### config.mk
export PLATFORM = sky130hd
export DESIGN_NAME = coherence_bus_ctrl
export DESIGN_NICKNAME = d
export VERILOG_FILES = /design/src/rtl/coherence_bus_ctrl_pkg.sv /design/src/rtl/coherence_bus_ctrl_rr_arbiter2.sv /design/src/rtl/coherence_bus_ctrl.sv
export SDC_FILE = /design/constraint.sdc
export NUM_CORES = 1
export LEC_CHECK = 0
export CAP_MARGIN = 30
export CORE_AREA = 2 2 198 200
export CTS_BUF_LIST = sky130_fd_sc_hd__clkbuf_4
export CTS_CLUSTER_SIZE = 10
export DETAILED_ROUTE_END_ITERATION = 7
export DIE_AREA = 0 0 200 202
export PLACE_DENSITY_LB_ADDON = 0.05
export RECOVER_POWER = 25
export SYNTH_ARGS = -nofsm -noshare
export SYNTH_HDL_FRONTEND = slang
export SYNTH_SLANG_ARGS = --single-unit
### constraint.sdc
create_clock -name CLK -period 5 [get_ports CLK]
set_input_delay 1.5 -clock CLK [delete_from_list [all_inputs] [get_ports CLK]]
set_output_delay 1.5 -clock CLK [all_outputs]
set_load 0.05 [all_outputs]
### src/rtl/coherence_bus_ctrl_pkg.sv
// Shared types for the two-core coherence bus controller.
// RAM handshake states, bus FSM encoding and grant classes.
package coherence_bus_ctrl_pkg;

    typedef enum logic [1:0] {FREE, BUSY, ACCESS, ERROR} ramstate_t;

    typedef logic [3:0] busstate_t;
    localparam busstate_t ARB   = 4'd0;
    localparam busstate_t SNOOP = 4'd1;
    localparam busstate_t SRESP = 4'd2;
    localparam busstate_t CCWB1 = 4'd3;
    localparam busstate_t CCWB2 = 4'd4;
    localparam busstate_t LD1   = 4'd5;
    localparam busstate_t LD2   = 4'd6;
    localparam busstate_t WB1   = 4'd7;
    localparam busstate_t WB2   = 4'd8;
    localparam busstate_t UPG   = 4'd9;
    localparam busstate_t IF    = 4'd10;

    typedef enum logic [1:0] {G_CC, G_WB, G_IF, G_NONE} gclass_t;

    // An ERROR response completes the access just like ACCESS.
    function automatic logic ram_done(input logic [1:0] rs);
        return (rs == ACCESS) || (rs == ERROR);
    endfunction

endpackage

### src/rtl/coherence_bus_ctrl_rr_arbiter2.sv
// Two-requester round-robin arbiter with a high and a low request class.
// The pointer flips only when the owner signals a completed grant.
module rr_arbiter2
    import coherence_bus_ctrl_pkg::*;
(
    input  logic       CLK,
    input  logic       RST,
    input  logic [1:0] req_hi,
    input  logic [1:0] req_lo,
    input  logic       adv,
    output logic       gnt,
    output logic       hi,
    output logic       valid
);

    logic [1:0] req;
    logic       rr;

    assign hi    = |req_hi;
    assign req   = hi ? req_hi : req_lo;
    assign valid = |req;
    assign gnt   = req[rr] ? rr : ~rr;

    always_ff @(posedge CLK or posedge RST) begin
        if (RST) begin
            rr <= 1'b0;
        end else if (adv) begin
            rr <= ~rr;
        end
    end

endmodule

### src/rtl/coherence_bus_ctrl.sv
// Two-core bus/coherence controller: arbitrates icaches and dcaches onto
// one RAM port and sequences dcache snoops ahead of block loads.
module coherence_bus_ctrl
    import coherence_bus_ctrl_pkg::*;
#(
    parameter int CPUS   = 2,
    parameter int ADDR_W = 32
) (
    input  logic              CLK,
    input  logic              RST,
    input  logic [CPUS-1:0]   iREN,
    input  logic [ADDR_W-1:0] iaddr [CPUS],
    output logic [CPUS-1:0]   iwait,
    output logic [ADDR_W-1:0] iload [CPUS],
    input  logic [CPUS-1:0]   dREN,
    input  logic [CPUS-1:0]   dWEN,
    input  logic [ADDR_W-1:0] daddr [CPUS],
    input  logic [ADDR_W-1:0] dstore [CPUS],
    input  logic [CPUS-1:0]   cctrans,
    input  logic [CPUS-1:0]   ccwrite,
    output logic [CPUS-1:0]   dwait,
    output logic [ADDR_W-1:0] dload [CPUS],
    output logic [CPUS-1:0]   ccwait,
    output logic [CPUS-1:0]   ccinv,
    output logic [ADDR_W-1:0] ccsnoopaddr [CPUS],
    output logic              ramREN,
    output logic              ramWEN,
    output logic [ADDR_W-1:0] ramaddr,
    output logic [ADDR_W-1:0] ramstore,
    input  logic [ADDR_W-1:0] ramload,
    input  logic [1:0]        ramstate
);

    busstate_t         state, nstate;
    gclass_t           gcls;
    logic              g, p, gnt, hi, valid, adv, acc, inv;
    logic [ADDR_W-1:0] addr;
    logic [CPUS-1:0]   cc_req, wb_req, dreq;

    assign p   = ~g;
    assign acc = ram_done(ramstate);

    // Flushing caches may raise cctrans alongside a pure write; that is a writeback.
    assign wb_req = dWEN & ~dREN;
    assign cc_req = cctrans & ~wb_req;
    assign dreq   = (|cc_req) ? cc_req : wb_req;

    rr_arbiter2 u_arb (
        .CLK    (CLK),
        .RST    (RST),
        .req_hi (dreq),
        .req_lo (iREN),
        .adv    (adv),
        .gnt    (gnt),
        .hi     (hi),
        .valid  (valid)
    );

    always_comb begin
        if (!valid)       gcls = G_NONE;
        else if (!hi)     gcls = G_IF;
        else if (|cc_req) gcls = G_CC;
        else              gcls = G_WB;
    end

    always_comb begin
        nstate = state;
        adv    = 1'b0;
        unique case (state)
            ARB: begin
                unique case (gcls)
                    G_CC:    nstate = SNOOP;
                    G_WB:    nstate = WB1;
                    G_IF:    nstate = IF;
                    default: nstate = ARB;
                endcase
            end
            SNOOP: nstate = SRESP;
            SRESP: begin
                if (ccwrite[p])    nstate = CCWB1;
                else if (dREN[g])  nstate = LD1;
                else               nstate = UPG;
            end
            UPG: begin
                nstate = ARB;
                adv    = 1'b1;
            end
            CCWB1: if (acc) nstate = CCWB2;
            CCWB2: if (acc) nstate = dREN[g] ? LD1 : UPG;
            LD1: begin
                if (!cctrans[g] && !dREN[g]) begin
                    nstate = ARB;
                    adv    = 1'b1;
                end else if (acc) begin
                    nstate = LD2;
                end
            end
            LD2, WB2: begin
                if (acc) begin
                    nstate = ARB;
                    adv    = 1'b1;
                end
            end
            WB1:     if (acc) nstate = WB2;
            IF:      if (acc) nstate = ARB;
            default: nstate = ARB;
        endcase
    end

    always_ff @(posedge CLK or posedge RST) begin
        if (RST) begin
            state <= ARB;
            g     <= 1'b0;
            addr  <= '0;
            inv   <= 1'b0;
        end else begin
            state <= nstate;
            if (state == ARB && valid) begin
                g    <= gnt;
                addr <= daddr[gnt];
                inv  <= ccwrite[gnt] | dWEN[gnt] | ~dREN[gnt];
            end
        end
    end

    always_comb begin
        iwait    = '1;
        dwait    = '1;
        ccwait   = '0;
        ccinv    = '0;
        ramREN   = 1'b0;
        ramWEN   = 1'b0;
        ramaddr  = '0;
        ramstore = '0;
        for (int i = 0; i < CPUS; i++) begin
            iload[i]       = '0;
            dload[i]       = '0;
            ccsnoopaddr[i] = '0;
        end
        unique case (state)
            SNOOP, SRESP, CCWB1, CCWB2: begin
                ccwait[p]      = 1'b1;
                ccinv[p]       = inv;
                ccsnoopaddr[p] = addr;
                // The peer's dirty words reach RAM before the requester loads.
                if (state == CCWB1 || state == CCWB2) begin
                    ramWEN   = dWEN[p];
                    ramaddr  = daddr[p];
                    ramstore = dstore[p];
                    dwait[p] = ~acc;
                end
            end
            LD1, LD2: begin
                ramREN   = 1'b1;
                ramaddr  = daddr[g];
                dload[g] = ramload;
                dwait[g] = ~acc;
            end
            WB1, WB2: begin
                ramWEN   = 1'b1;
                ramaddr  = daddr[g];
                ramstore = dstore[g];
                dwait[g] = ~acc;
            end
            UPG: dwait[g] = 1'b0;
            IF: begin
                ramREN   = 1'b1;
                ramaddr  = iaddr[g];
                iload[g] = ramload;
                iwait[g] = ~acc;
            end
            default: ;
        endcase
    end

endmodule

==> metrics.csv <==
metric;value;unit
outcome;finished, violations left;
failed_checks;max-capacitance violations, max-slew violations;
async_flop_share;1.00;
start_util;0.151;
max_freq;0.213;GHz
synth_flop_cell;dfrtp_1;
post-cts-setup-buffers;0;
r2r_cells;6;
rsz0062_at_grt;no;
preCtsSetupSlack;408;ps
routed-via-count;8474;
grt_pass1_vias;8695;
synth.avg_cell_area;7.12;um2
fin_tns_setup;0;ps
cts-buffers-inserted;5;
cp_cell_sequence;nand2b_1 > a21oi_4 > buf_4 > and3_1 > clkdlybuf4s50_1;
fin_hold_ws;550;ps
rows;72;
boundaryPins;504;
powerDensity;837;nW/um2
yosys-top-cells-count;and3_1, a221oi_1, nor2_1;
cts-root-buf;clkbuf_4;
avgRoutedWirePerCell;22.5;um
final_min_period_over_clock_period;0.941;
cp_top_family;buffers and inverters;
worst_ep_required_time;3500;ps
ys_types;57;
ys_warn_count;0;
overflow;0;
grt_pass1_wl;57300;um
antenna_found_initial;6;
viasPerCell;4.80;
cts_resized;0;
synth_top_area_cell;a221oi_1;
worstHoldPathType;reg -> reg;
die_height;202;um
synthTopCellsByArea;a221oi_1, dfrtp_1, and3_1, and2_1, nor2_1;
synth_edf_count;0;
cp-start-kind;flip-flop;
fin_cells;1765;
core_area;38300;um2
drv_slew;35;
yosysMostFrequentCell;and3_1;
syn2layout_area_growth;98.6;%
layout_setup_ws;296;ps
path_class;reg -> out;
cp-end-kind;output pin;
synth_area;5790;um2
critical_path.max_fanout;64;
min_path_cells;2;
syn-num-nets;1053;
cts.sinks;39;
dr.pass1.iters;5;
tightest_slew;2030;ps
drt-initial-drc-count;352;
num-fill-cells;4126;
ant_nets;0;
place_hpwl;29100;um
totalWireLength;39800;um
placed_cells;1753;
ys_ff_latch;39;
grt_max_degree;94;
maxSlewHeadroom;-0.354;
fin_skew;11.0;ps
cts_tree;built;
cts_buffer_depth;2;
finalHoldViolCount;0;
drcViolationCount;0;
setup_viol;0;
path_depth;5;
critPathSlowestCell;clkdlybuf4s50_1;
arrival;3200;ps
crit_buf_inv;2;
layout.nets;1482;
clock_latency;390;ps
die_area;40400;um2
vdd_drop_max;0.000324;V
slowest_delay;840;ps
die_w;200;um
synth_cells;813;
portBuffers;502;
grt_usage;0.188;
ctsHoldBuffers;0;
cap_violations;1;
ys_seq_area_frac;0.169;
yosysTopAreaCellShare;0.191;
ctsHtreeMaxLevel;2;
period_needed;4700;ps
p_leak;4.67;nW
clk_pin_slew_worst_paths;150;ps
globalplace.congestion;0.754;
drive_above_1_share;0.134;
## metrics by stage
| step | total power, mW | area [um2] | utilization |
|---|---|---|---|
| floorplan | 6.06 | 5790 | - |
| global placement | 9.57 | 11500 | 0.299 |
| detailed placement | 9.56 | 11500 | 0.299 |
| CTS | 9.81 | 11500 | 0.301 |
| global route | 10.2 | 11500 | 0.300 |
| finish | 9.63 | 11500 | 0.300 |
## cell type report
| cell class | instances | area [um2] | area share |
|---|---|---|---|
| clock inverters | 1 | 30.0 | 0.00261 |
| clock buffers | 6 | 45.0 | 0.00392 |
| diodes | 5 | 12.5 | 0.00109 |
| multi-input cells | 659 | 4250 | 0.369 |
| flip-flops and latches | 39 | 980 | 0.0852 |
| inverters | 8 | 32.5 | 0.00283 |
| repair buffers | 529 | 5500 | 0.479 |
| well taps | 518 | 648 | 0.0564 |
## where the power goes
group          internal [mW]  switching [mW]  total (mW)
registers              0.483           0.169       0.653
logic                   3.05            5.68        8.73
clock network          0.109           0.137       0.246
total                   3.65            5.98        9.63
## per-layer routing
metal  share of wire  wire length [um]  global-route usage
met5         0.00058                23                   0
met4           0.011               440              0.0331
met3           0.093              3710              0.0596
met2            0.50             19900               0.336
met1            0.40             15700               0.220
## layout by cell type (no fill, tap or decap), types with 2 or more instances in the layout
cell type,Yosys,routed
inv_1,7,7
xnor2_1,2,2
dfrtp_1,39,38
nand3_1,3,3
a21o_1,2,2
a2111o_1,2,2
nand2b_1,8,8
clkbuf_1,56,5
buf_4,9,94
a21oi_1,36,36
nor3_1,2,2
a22oi_1,6,6
and2_1,67,67
and3_1,129,129
a211oi_1,2,3
o21ai_0,35,36
o22ai_1,4,3
mux2_2,2,2
nand2_1,39,39
diode_2,0,5
buf_12,0,48
nor2_1,76,76
a22o_1,5,5
o21ai_1,40,39
a221oi_1,126,126
nor2b_1,1,2
mux2i_1,6,6
ha_1,2,2
clkdlybuf4s50_1,0,377
o2bb2ai_1,2,2
a31oi_1,33,33
or3b_1,2,2
clkbuf_4,0,6
nor3_4,0,2
a21oi_4,0,2
dlygate4sd3_1,0,4
## cell families (layout without fill, tap and decap cells)
group / Yosys count / count (layout) / synth area share
compound gates: 307 / 307 / 0.382
xor+xnor: 2 / 2 / 0.00303
fa+ha+maj: 2 / 2 / 0.00432
buf+inv: 115 / 544 / 0.100
flops: 39 / 39 / 0.169
mux: 9 / 9 / 0.0182
other cells: 0 / 5 / 0
simple gates: 339 / 339 / 0.324
## sequential cells by signal, summed over array words and instances, names as in the netlist
register,flops
u_arb.rr,1
inv,1
g,1
state,4
addr,32
## worst paths after layout
check                                     startpoint                    to  slack, ps
worst max-delay path            state[2]$_DFFE_PP0P_             dload[49]        300
worst min-delay path            addr[11]$_DFFE_PP0P_  addr[11]$_DFFE_PP0P_        550
worst max register to register  state[0]$_DFFE_PP0P_         g$_DFFE_PP0P_       1610
worst min register to register  addr[11]$_DFFE_PP0P_  addr[11]$_DFFE_PP0P_        550
max in group asynchronous                        RST   addr[0]$_DFFE_PP0P_       1750
min in group asynchronous                        RST  addr[25]$_DFFE_PP0P_       1880
## worst register-to-register path: stages, from the launching register on
cell       delay (ps)
dfrtp_1           600
or2_0             340
buf_4             200
a2111oi_0         330
clkbuf_1         1490
nand3_1           190
o21ai_1           150
(Power assumes the default switching activity.)
